**src/rtl/tcp_pkg.sv**
```systemverilog
`default_nettype none
// ============================================================================
// Module  : tcp_pkg
// Purpose : Shared TCP offload types and widths. Carries the flow id and
//           RX payload pointer widths, the consume-engine state encoding and
//           the consume response record.
// Revision: 1.0 - initial release of rx_head_ptr_update support types
// ============================================================================
package tcp_pkg;

   localparam int FLOWID_W         = 8;
   localparam int RX_PAYLOAD_PTR_W = 16;

   // Consume engine states (rx_head_ptr_update)
   typedef enum logic [2:0] {
      IDLE    = 3'd0,
      RD_REQ  = 3'd1,
      RD_RESP = 3'd2,
      CALC    = 3'd3,
      WR      = 3'd4,
      RESP    = 3'd5
   } rx_head_upd_state_e;

   // Consume result; pointers carry the wrap bit as MSB
   typedef struct packed {
      logic                        ok;
      logic [RX_PAYLOAD_PTR_W:0]   avail;
      logic [RX_PAYLOAD_PTR_W:0]   new_head;
   } rx_consume_resp_struct;

endpackage
`default_nettype wire

```
**src/rtl/rx_head_upd_datap.sv**
```systemverilog
`default_nettype none
// ============================================================================
// Module  : rx_head_upd_datap
// Purpose : Datapath of the RX consume engine. Holds the latched request,
//           the head/commit pointers read from the pointer store, and the
//           registered consume result computed in CALC.
// Ports   : req_ld/req_flowid/req_len   - latch the accepted request
//           head_ld/head_data           - latch head pointer read response
//           commit_ld/commit_data       - latch commit pointer read response
//           calc_ld                     - register the consume result
//           flowid                      - latched flow id
//           calc_ok/calc_len_nz         - combinational decision inputs to FSM
//           resp                        - registered ok/avail/new_head
// Note    : The response record is sized by tcp_pkg::RX_PAYLOAD_PTR_W, so
//           PTR_W_P is expected to stay at its package default.
// Revision: 1.0 - initial release
// ============================================================================
module rx_head_upd_datap
   import tcp_pkg::*;
#(
   parameter int FLOWID_W_P = FLOWID_W,
   parameter int PTR_W_P    = RX_PAYLOAD_PTR_W
) (
   input  logic                    clk,
   input  logic                    rst,
   input  logic                    req_ld,
   input  logic [FLOWID_W_P-1:0]   req_flowid,
   input  logic [PTR_W_P:0]        req_len,
   input  logic                    head_ld,
   input  logic [PTR_W_P:0]        head_data,
   input  logic                    commit_ld,
   input  logic [PTR_W_P:0]        commit_data,
   input  logic                    calc_ld,
   output logic [FLOWID_W_P-1:0]   flowid,
   output logic                    calc_ok,
   output logic                    calc_len_nz,
   output rx_consume_resp_struct   resp
);

   // Largest legal distance between commit and head: a completely full buffer
   localparam logic [PTR_W_P:0] C_CAP = {1'b1, {PTR_W_P{1'b0}}};

   logic [FLOWID_W_P-1:0]   r_flowid;
   logic [PTR_W_P:0]        r_len;
   logic [PTR_W_P:0]        r_head;
   logic [PTR_W_P:0]        r_commit;
   rx_consume_resp_struct   r_resp;

   logic [PTR_W_P:0]        w_avail;
   logic                    w_ok;
   logic [PTR_W_P:0]        w_new_head;

   // Modulo arithmetic over the wrap bit handles buffer wrap without special
   // cases. A distance above C_CAP can only come from a corrupt pointer pair,
   // so the avail bound rejects those along with over-consumes.
   always_comb begin
      w_avail    = r_commit - r_head;
      w_ok       = (w_avail <= C_CAP) && (r_len <= w_avail);
      w_new_head = w_ok ? (r_head + r_len) : r_head;
   end

   always_ff @(posedge clk or negedge rst) begin
      if (!rst) begin
         r_flowid <= '0;
         r_len    <= '0;
         r_head   <= '0;
         r_commit <= '0;
         r_resp   <= '0;
      end else begin
         if (req_ld) begin
            r_flowid <= req_flowid;
            r_len    <= req_len;
         end
         if (head_ld) begin
            r_head <= head_data;
         end
         if (commit_ld) begin
            r_commit <= commit_data;
         end
         if (calc_ld) begin
            r_resp.ok       <= w_ok;
            r_resp.avail    <= w_avail;
            r_resp.new_head <= w_new_head;
         end
      end
   end

   assign flowid      = r_flowid;
   assign calc_ok     = w_ok;
   assign calc_len_nz = |r_len;
   assign resp        = r_resp;

endmodule
`default_nettype wire

```
**src/rtl/rx_head_ptr_update.sv**
```systemverilog
`default_nettype none
// ============================================================================
// Module  : rx_head_ptr_update
// Purpose : Application-side consume engine for the RX payload buffer.
//           Reads a flow's head and commit pointers, checks the requested
//           length against committed unread bytes, advances the head pointer
//           when it fits and returns an ok/err response. One request in
//           flight at a time.
// Ports   : consume_req_*            - consume request (flow id, length)
//           consume_resp_*           - ok flag, avail bytes, resulting head
//           head_ptr_rd1_req/resp_*  - head pointer read port of the store
//           commit_ptr_rd1_req/resp_*- commit pointer read port of the store
//           head_ptr_wr_req_*        - head pointer write port of the store
//           stat_ok_cnt/stat_err_cnt - saturating response counters, present
//                                      only with RX_HEAD_PTR_UPDATE_STATS_EN
// Reset   : rst is asynchronous, active-low.
// Revision: 1.0 - initial release
// ============================================================================
module rx_head_ptr_update
   import tcp_pkg::*;
#(
   parameter int FLOWID_W_P = FLOWID_W,
   parameter int PTR_W_P    = RX_PAYLOAD_PTR_W
) (
   input  logic                    clk,
   input  logic                    rst,
`ifdef RX_HEAD_PTR_UPDATE_STATS_EN
   output logic [31:0]             stat_ok_cnt,
   output logic [31:0]             stat_err_cnt,
`endif
   input  logic                    consume_req_val,
   input  logic [FLOWID_W_P-1:0]   consume_req_flowid,
   input  logic [PTR_W_P:0]        consume_req_len,
   output logic                    consume_req_rdy,
   output logic                    consume_resp_val,
   output logic                    consume_resp_ok,
   output logic [PTR_W_P:0]        consume_resp_avail,
   output logic [PTR_W_P:0]        consume_resp_new_head,
   input  logic                    consume_resp_rdy,
   output logic                    head_ptr_rd1_req_val,
   output logic [FLOWID_W_P-1:0]   head_ptr_rd1_req_addr,
   input  logic                    head_ptr_rd1_req_rdy,
   input  logic                    head_ptr_rd1_resp_val,
   input  logic [PTR_W_P:0]        head_ptr_rd1_resp_data,
   output logic                    head_ptr_rd1_resp_rdy,
   output logic                    commit_ptr_rd1_req_val,
   output logic [FLOWID_W_P-1:0]   commit_ptr_rd1_req_addr,
   input  logic                    commit_ptr_rd1_req_rdy,
   input  logic                    commit_ptr_rd1_resp_val,
   input  logic [PTR_W_P:0]        commit_ptr_rd1_resp_data,
   output logic                    commit_ptr_rd1_resp_rdy,
   output logic                    head_ptr_wr_req_val,
   output logic [FLOWID_W_P-1:0]   head_ptr_wr_req_addr,
   output logic [PTR_W_P:0]        head_ptr_wr_req_data,
   input  logic                    head_ptr_wr_req_rdy
);

   rx_head_upd_state_e      r_state;
   rx_head_upd_state_e      w_state_nxt;

   // Per-port progress flags: the two reads are independent handshakes
   logic                    r_head_sent;
   logic                    r_commit_sent;
   logic                    r_head_got;
   logic                    r_commit_got;

   logic                    w_req_ld;
   logic                    w_head_ld;
   logic                    w_commit_ld;
   logic                    w_calc_ld;
   logic                    w_head_req_done;
   logic                    w_commit_req_done;
   logic                    w_head_resp_done;
   logic                    w_commit_resp_done;

   logic [FLOWID_W_P-1:0]   w_flowid;
   logic                    w_calc_ok;
   logic                    w_calc_len_nz;
   rx_consume_resp_struct   w_resp;

   rx_head_upd_datap #(
      .FLOWID_W_P  (FLOWID_W_P),
      .PTR_W_P     (PTR_W_P)
   ) u_datap (
      .clk         (clk),
      .rst         (rst),
      .req_ld      (w_req_ld),
      .req_flowid  (consume_req_flowid),
      .req_len     (consume_req_len),
      .head_ld     (w_head_ld),
      .head_data   (head_ptr_rd1_resp_data),
      .commit_ld   (w_commit_ld),
      .commit_data (commit_ptr_rd1_resp_data),
      .calc_ld     (w_calc_ld),
      .flowid      (w_flowid),
      .calc_ok     (w_calc_ok),
      .calc_len_nz (w_calc_len_nz),
      .resp        (w_resp)
   );

   // ---------------------------------------------------------------------
   // State register
   // ---------------------------------------------------------------------
   always_ff @(posedge clk or negedge rst) begin
      if (!rst) begin
         r_state <= IDLE;
      end else begin
         r_state <= w_state_nxt;
      end
   end

   // ---------------------------------------------------------------------
   // Read handshake tracking; flags are cleared every time IDLE is visited
   // ---------------------------------------------------------------------
   always_ff @(posedge clk or negedge rst) begin
      if (!rst) begin
         r_head_sent   <= 1'b0;
         r_commit_sent <= 1'b0;
         r_head_got    <= 1'b0;
         r_commit_got  <= 1'b0;
      end else if (r_state == IDLE) begin
         r_head_sent   <= 1'b0;
         r_commit_sent <= 1'b0;
         r_head_got    <= 1'b0;
         r_commit_got  <= 1'b0;
      end else begin
         if (head_ptr_rd1_req_val && head_ptr_rd1_req_rdy) begin
            r_head_sent <= 1'b1;
         end
         if (commit_ptr_rd1_req_val && commit_ptr_rd1_req_rdy) begin
            r_commit_sent <= 1'b1;
         end
         if (w_head_ld) begin
            r_head_got <= 1'b1;
         end
         if (w_commit_ld) begin
            r_commit_got <= 1'b1;
         end
      end
   end

   assign w_head_req_done    = r_head_sent   || head_ptr_rd1_req_rdy;
   assign w_commit_req_done  = r_commit_sent || commit_ptr_rd1_req_rdy;
   assign w_head_ld          = head_ptr_rd1_resp_val   && head_ptr_rd1_resp_rdy;
   assign w_commit_ld        = commit_ptr_rd1_resp_val && commit_ptr_rd1_resp_rdy;
   assign w_head_resp_done   = r_head_got   || w_head_ld;
   assign w_commit_resp_done = r_commit_got || w_commit_ld;
   assign w_req_ld           = consume_req_val && consume_req_rdy;

   // ---------------------------------------------------------------------
   // Next state and handshake outputs
   // ---------------------------------------------------------------------
   always_comb begin
      w_state_nxt             = r_state;
      consume_req_rdy         = 1'b0;
      consume_resp_val        = 1'b0;
      head_ptr_rd1_req_val    = 1'b0;
      commit_ptr_rd1_req_val  = 1'b0;
      head_ptr_rd1_resp_rdy   = 1'b0;
      commit_ptr_rd1_resp_rdy = 1'b0;
      head_ptr_wr_req_val     = 1'b0;
      w_calc_ld               = 1'b0;

      case (r_state)
         IDLE: begin
            consume_req_rdy = 1'b1;
            if (consume_req_val) begin
               w_state_nxt = RD_REQ;
            end
         end
         RD_REQ: begin
            head_ptr_rd1_req_val   = !r_head_sent;
            commit_ptr_rd1_req_val = !r_commit_sent;
            if (w_head_req_done && w_commit_req_done) begin
               w_state_nxt = RD_RESP;
            end
         end
         RD_RESP: begin
            head_ptr_rd1_resp_rdy   = !r_head_got;
            commit_ptr_rd1_resp_rdy = !r_commit_got;
            if (w_head_resp_done && w_commit_resp_done) begin
               w_state_nxt = CALC;
            end
         end
         CALC: begin
            w_calc_ld = 1'b1;
            // A zero-length consume succeeds without touching the store
            if (w_calc_ok && w_calc_len_nz) begin
               w_state_nxt = WR;
            end else begin
               w_state_nxt = RESP;
            end
         end
         WR: begin
            head_ptr_wr_req_val = 1'b1;
            if (head_ptr_wr_req_rdy) begin
               w_state_nxt = RESP;
            end
         end
         RESP: begin
            consume_resp_val = 1'b1;
            if (consume_resp_rdy) begin
               w_state_nxt = IDLE;
            end
         end
         default: begin
            w_state_nxt = IDLE;
         end
      endcase
   end

   assign head_ptr_rd1_req_addr   = w_flowid;
   assign commit_ptr_rd1_req_addr = w_flowid;
   assign head_ptr_wr_req_addr    = w_flowid;
   assign head_ptr_wr_req_data    = w_resp.new_head;
   assign consume_resp_ok         = w_resp.ok;
   assign consume_resp_avail      = w_resp.avail;
   assign consume_resp_new_head   = w_resp.new_head;

`ifdef RX_HEAD_PTR_UPDATE_STATS_EN
   // ---------------------------------------------------------------------
   // Saturating response counters, stepped on the response handshake
   // ---------------------------------------------------------------------
   logic [31:0] r_ok_cnt;
   logic [31:0] r_err_cnt;
   logic        w_resp_hs;

   assign w_resp_hs = consume_resp_val && consume_resp_rdy;

   always_ff @(posedge clk or negedge rst) begin
      if (!rst) begin
         r_ok_cnt  <= '0;
         r_err_cnt <= '0;
      end else if (w_resp_hs) begin
         if (w_resp.ok) begin
            if (r_ok_cnt != 32'hFFFF_FFFF) begin
               r_ok_cnt <= r_ok_cnt + 32'd1;
            end
         end else begin
            if (r_err_cnt != 32'hFFFF_FFFF) begin
               r_err_cnt <= r_err_cnt + 32'd1;
            end
         end
      end
   end

   assign stat_ok_cnt  = r_ok_cnt;
   assign stat_err_cnt = r_err_cnt;
`endif

endmodule
`default_nettype wire

```
**config.mk**
```make
export PLATFORM = sky130hd
export DESIGN_NAME = rx_head_ptr_update
export DESIGN_NICKNAME = d
export VERILOG_FILES = /design/src/rtl/tcp_pkg.sv /design/src/rtl/rx_head_upd_datap.sv /design/src/rtl/rx_head_ptr_update.sv
export SDC_FILE = /design/constraint.sdc
export NUM_CORES = 1
export LEC_CHECK = 0
export ABC_AREA = 1
export CORE_ASPECT_RATIO = 0.6
export CORE_MARGIN = 5
export CORE_UTILIZATION = 30
export DETAILED_ROUTE_END_ITERATION = 10
export SYNTH_ARGS = -nofsm -noshare
export SYNTH_HDL_FRONTEND = slang
export SYNTH_HIERARCHICAL = 1
export SYNTH_SLANG_ARGS = --single-unit
```
**constraint.sdc**
```tcl
create_clock -name clk -period 7 [get_ports clk]
set_input_delay 0.7 -clock clk [delete_from_list [all_inputs] [get_ports clk]]
set_output_delay 0.7 -clock clk [all_outputs]
set_load 0.005 [all_outputs]
```
==> results.json, run 1 <==
{
  "rows": 42,
  "initial_core_util_pct": 30.88,
  "finalSetupViolations": 0,
  "post_cts_buffers": 0,
  "drive_above_1_share_pct": 11.07,
  "ios": 151,
  "grt_pass1_vias": 5778,
  "gp_congestion": 0.8867,
  "final_cell_mix": "nand2_1, clkdlybuf4s50_1, inv_1, dfrtp_1, nand3_1",
  "core_um2": 22280,
  "n_antenna_cell": 0,
  "slew_headroom_pct": 35.09,
  "crit_required_ns": 7.26,
  "critPathArrivalTime_ns": 4.30,
  "min_period_over_period_pct": 57.77,
  "dieArea_um2": 26160,
  "drt_first_iter_violations": 358,
  "fp.dieW_um": 205.5,
  "portBuffers": 150,
  "grt_overflow": 0,
  "htree_levels": 3,
  "cp_num_buf_inv": 3,
  "wl_mm": 20.08,
  "wl_per_cell_um": 15.64,
  "critPathMaxFanout": 19,
  "die_h_um": 127.3,
  "via_count": 5846,
  "status": "finished, final reports clean",
  "insertion_delay_ns": 0.36,
  "drt_first_pass_iters": 5,
  "globalRoute.busiestLayer": "met1",
  "grt_pass1_wl_mm": 32.15,
  "drc_errors": 0,
  "synth.avg_cell_area_um2": 8.019,
  "worst-slew-pin-transition_ns": 0.9726,
  "netlist_area_um2": 6880,
  "cp-end-kind": "register",
  "grt_use_total_pct": 15.71,
  "finalHoldViolations": 0,
  "max_stage_delay_ns": 0.41,
  "clockRootBuffer": "clkbuf_16",
  "cp_slowest_cell": "fa_1",
  "ys_ff_latch": 101,
  "startpoint": "u_datap/r_head[0]",
  "clk_transition_reported_paths_ns": 0.07,
  "final.min_clock_period_ns": 4.044,
  "crit_type": "reg2reg",
  "ant_nets": 0,
  "path_cells": "ha_1, fa_1, inv_1, nand3_1, nand2_1, nand3_1, nand3_1, a21oi_1, xor2_2, inv_1, ha_1, a21oi_1, o21ai_0, a21oi_1, nand3_1, nand2_2, nand2_8, inv_1, nand2_1, a21oi_1, a21oi_1, nand3_1, nand2_1",
  "cts_tree": "built",
  "syn-num-nets": 977,
  "hp-class": "in2async",
  "tns_ns": 0,
  "final_common_cell": "nand2_1",
  "final_area_um2": 8716,
  "post-route-util_pct": 39.12,
  "crit_family": "simple AND/OR/NAND/NOR gates",
  "cts_num_sinks": 101,
  "cts.path.max_buffers": 2,
  "slew_violations": 0,
  "cts_buffers": 9,
  "grt_use_met2_pct": 21.00,
  "yosysWarnings": 6,
  "hold_buffers": 0,
  "dpl_cell_area_um2": 8412,
  "max_freq_mhz": 247.3,
  "whs_ns": 0.3666,
  "seq_area_frac_synth_pct": 36.73,
  "syn_inst": 858,
  "grt_use_met3_pct": 5.547,
  "yosysUniqueCellTypes": 43,
  "maxCapViolCount": 0,
  "startpoint_type": "register",
  "rsz0062_at_grt": "no",
  "syn_to_final_growth_pct": 26.68,
  "use_met1_pct": 24.08,
  "postCtsResizedCells": 0,
  "viasPerCell": 4.553,
  "grt_start_max_net_pins": 53,
  "finalClockSkew_ns": 0.006874,
  "num-nets-final": 1090,
  "hpwl_mm": 15.94,
  "antenna_found_initial": 0,
  "worstReg2RegStart": "u_datap/r_head[0]"
}
## registers in the layout, summed over array words and instances, names as in the netlist
signal and flops:
r_state 3, u_datap/r_head 17, r_commit_sent 1, u_datap/flowid 8, r_head_got 1, u_datap/resp 35
u_datap/r_len 17, r_commit_got 1, u_datap/r_commit 17, r_head_sent 1
## worst paths after layout
kind	slack (ns)	cells past startpoint	endpoint
min in group clk	0.49	2	u_datap/resp[20]
worst min-delay path	0.37	1	u_datap/resp[12]
worst min register to register	0.49	2	u_datap/resp[20]
max in group asynchronous	5.47	2	u_datap/r_commit[1]
worst max-delay path	2.96	23	r_state[0]
worst max register to register	2.96	23	r_state[0]
## kinds of logic (layout without fill, tap and decap cells)
family	after synthesis	after routing	synth area share (%)
simple gates	379	379	25.33
buf+inv	172	290	12.26
compound gates	102	102	7.947
flops	101	101	36.73
fa+ha+maj	51	51	9.493
mux	35	35	5.728
xor+xnor	18	18	2.509
## Yosys cell counts
cell type | n | area, µm²
nand2_8 | 1 | 20.02
xnor2_1 | 6 | 52.55
xor2_1 | 10 | 87.58
nand2_1 | 214 | 803.3
nand3_1 | 60 | 300.3
inv_6 | 1 | 8.760
buf_6 | 3 | 33.78
a21o_1 | 1 | 7.510
nand2_4 | 2 | 22.52
nor2_2 | 5 | 31.28
nor3_2 | 4 | 40.04
inv_2 | 4 | 15.01
or2_2 | 2 | 12.51
buf_12 | 1 | 20.02
nand3_2 | 7 | 70.07
o221a_2 | 1 | 11.26
a21boi_0 | 1 | 7.510
clkinv_1 | 1 | 3.750
and2_1 | 3 | 18.77
mux2_2 | 35 | 394.1
o21ai_0 | 54 | 270.3
nor3_1 | 10 | 50.05
ha_1 | 49 | 613.1
o21ai_2 | 1 | 8.760
o21ai_1 | 1 | 5.000
clkbuf_8 | 3 | 41.29
nand4_1 | 10 | 62.56
o21bai_1 | 3 | 22.52
nor4_1 | 4 | 25.02
a21oi_1 | 35 | 175.2
nand2_2 | 23 | 143.9
buf_4 | 33 | 247.7
xor2_2 | 2 | 32.53
clkbuf_1 | 10 | 37.54
o31ai_1 | 2 | 15.01
fa_1 | 2 | 40.04
a211oi_1 | 2 | 15.01
buf_1 | 2 | 7.510
a221oi_1 | 1 | 8.760
dfrtp_1 | 101 | 2527
nor2_1 | 30 | 112.6
nand3b_1 | 4 | 30.03
inv_1 | 114 | 427.9
## stage by stage
stage / std cells / setup slack (ns)
floorplan: 858 / 3.628
global placement: 1268 / 3.188
detailed placement: 1268 / 3.092
CTS: 1284 / 3.044
global route: 1284 / 2.597
finish: 1284 / 2.956
## metal layers
metal | up-vias | wire, µm
met3 | 15 | 1634
met5 | - | 0
met4 | 0 | 218
met1 | 2668 | 10600
li1 | 2986 | -
met2 | 177 | 7629
## area by class of cell
cell class | count | area [µm²]
multi-input combinational | 585 | 3515
inverter | 120 | 455.4
sequential | 101 | 2527
clock inverter | 3 | 43.79
tap | 308 | 385.4
timing repair buffer | 154 | 1529
clock buffer | 13 | 260.3
fill | 2287 | 13570
Power of run 1 is not shown: default switching activity piles up to over one toggle a cycle in this logic, so the estimate is an artifact.
==> run 2: changes to the inputs <==
Clock period 7 ns to 4.1 ns, I/O delays scaled along.
==> run 2 against run 1 <==
Die area did not move; flip-flop and latch count is the same; hold slack worse by 0.36 ns; first-iteration DRC count is 34% higher; setup slack worse by 2.5 ns; routed wire length up 0.54%; final cell count grew 0.31%; global-route usage decreased by 0.37 points; critical path type unchanged; critical endpoint unchanged; largest cell class unchanged.
==> results.json, run 2 (synthesis gave the netlist of run 1 again) <==
{
  "worst-slew-pin-transition_ns": 1.054,
  "drive_above_1_share_pct": 11.53,
  "startpoint_type": "register",
  "rrSetupSlack_ns": 0.44,
  "wl_met3_mm": 1.579,
  "finalClockSkew_ns": 0.01329,
  "grt_use_total_pct": 15.34,
  "wl_per_cell_um": 15.67,
  "drt_first_iter_violations": 479,
  "crit_required_ns": 4.36,
  "status": "finished, final reports clean",
  "path_cells": "ha_1, fa_1, inv_1, nand3_1, nand2_1, nand3_1, nand3_1, a21oi_1, xor2_2, inv_1, ha_1, a21oi_1, o21ai_0, a21oi_1, nand3_1, nand2_2, nand2_8, inv_1, nand2_1, a21oi_1, a21oi_1, nand3_1, nand2_1",
  "max_stage_delay_ns": 0.40,
  "postCtsResizedCells": 0,
  "max_freq_mhz": 273.2,
  "gp_congestion": 0.8854,
  "htree_levels": 3,
  "cp-end-kind": "register",
  "grt_pass1_wl_mm": 31.40,
  "num-nets-final": 1094,
  "drt_first_pass_iters": 5,
  "ios": 151,
  "initial_core_util_pct": 30.88,
  "min_period_over_period_pct": 89.29,
  "via_count": 5978,
  "maxCapViolCount": 0,
  "fill_cells": 2289,
  "rsz0062_at_grt": "no",
  "final_common_cell": "nand2_1",
  "die_h_um": 127.3,
  "finalHoldViolations": 0,
  "slew_violations": 0,
  "worstReg2RegStart": "u_datap/r_head[0]",
  "rows": 42,
  "clk_transition_reported_paths_ns": 0.08,
  "routed.top_layer": "met4",
  "wl_met2_mm": 7.927,
  "wl_mm": 20.19,
  "cts_buffers": 9,
  "clockRootBuffer": "clkbuf_16",
  "syn_to_final_growth_pct": 27.44,
  "cp_num_buf_inv": 3,
  "slew_headroom_pct": 29.64,
  "fp.dieW_um": 205.5,
  "ant_nets": 0,
  "cts.path.max_buffers": 2,
  "dieArea_um2": 26160,
  "grt_start_max_net_pins": 42,
  "cts_tree": "built",
  "critPathMaxFanout": 14,
  "grt_pass1_vias": 5713,
  "reg2reg_to": "r_state[0]",
  "crit_type": "reg2reg",
  "tns_ns": 0,
  "drc_errors": 0,
  "crit_family": "simple AND/OR/NAND/NOR gates",
  "n_antenna_cell": 0,
  "finalSetupViolations": 0,
  "cts_num_sinks": 101,
  "largest_reg_flops": 35,
  "worstRegToRegCells": 23,
  "portBuffers": 150,
  "post_cts_buffers": 0,
  "insertion_delay_ns": 0.36,
  "antenna_found_initial": 0,
  "hp-class": "in2async",
  "final_cell_mix": "nand2_1, clkdlybuf4s50_1, inv_1, dfrtp_1, nand3_1",
  "cp_slowest_cell": "dfrtp_1",
  "wl_met1_mm": 10.55,
  "viasPerCell": 4.641,
  "grt_overflow": 0,
  "critPathArrivalTime_ns": 3.92,
  "core_um2": 22280,
  "hpwl_mm": 16.27,
  "final.min_clock_period_ns": 3.661,
  "hold_buffers": 0
}
run 2: changes by cell type in the layout (fill, tap and decap cells not counted), sizes merged:
cell      previous run  this run
clkinvlp             0         2
bufinv               1         2
buf                  5         9
clkbuf              13        11
clkinv               3         2
run 2: through the flow:
stage	instances	hold slack, ns	util, %	instance area [µm²]	worst slack [ns]
global route	1288	0.03912	39.35	8768	0.1583
finish	1288	0.006447	39.35	8768	0.4391
detailed placement	1272	0.4143	37.89	8442	0.5200
floorplan	858	0.1144	-	6880	0.7275
global placement	1272	0.4095	37.89	8442	0.6133
CTS	1288	0.02063	39.35	8768	0.4690
run 2: layer usage:
layer | up-vias | global-route usage (%)
met5 | - | 0
met4 | 0 | 2.637
met3 | 12 | 4.509
met2 | 202 | 20.87
met1 | 2781 | 23.98
li1 | 2983 | -
run 2: area by class of cell:
cell class              count  area (µm²)  area share, %
flip-flops and latches    101        2527          28.82
clock inverters             5       83.83         0.9561
repair buffers            158        1559          17.78
clock buffers              11       242.7          2.768
multi-input cells         585        3515          40.08
well taps                 308       385.4          4.395
inverters                 120       455.4          5.194
run 2: worst max-delay path by stage:
stage | startpoint | end | slack (ns) | cells past startpoint
final | u_datap/r_head[0] | r_state[0] | 0.44 | 23
after global routing | u_datap/r_head[0] | r_state[0] | 0.16 | 23
after CTS | u_datap/r_head[0] | r_state[0] | 0.47 | 23
after detailed placement | u_datap/r_head[0] | r_state[0] | 0.52 | 23
after global placement | u_datap/r_head[0] | r_state[0] | 0.61 | 23
after floorplan | u_datap/r_head[0] | r_state[0] | 0.73 | 24
Power of run 2 is left out for the same reason.
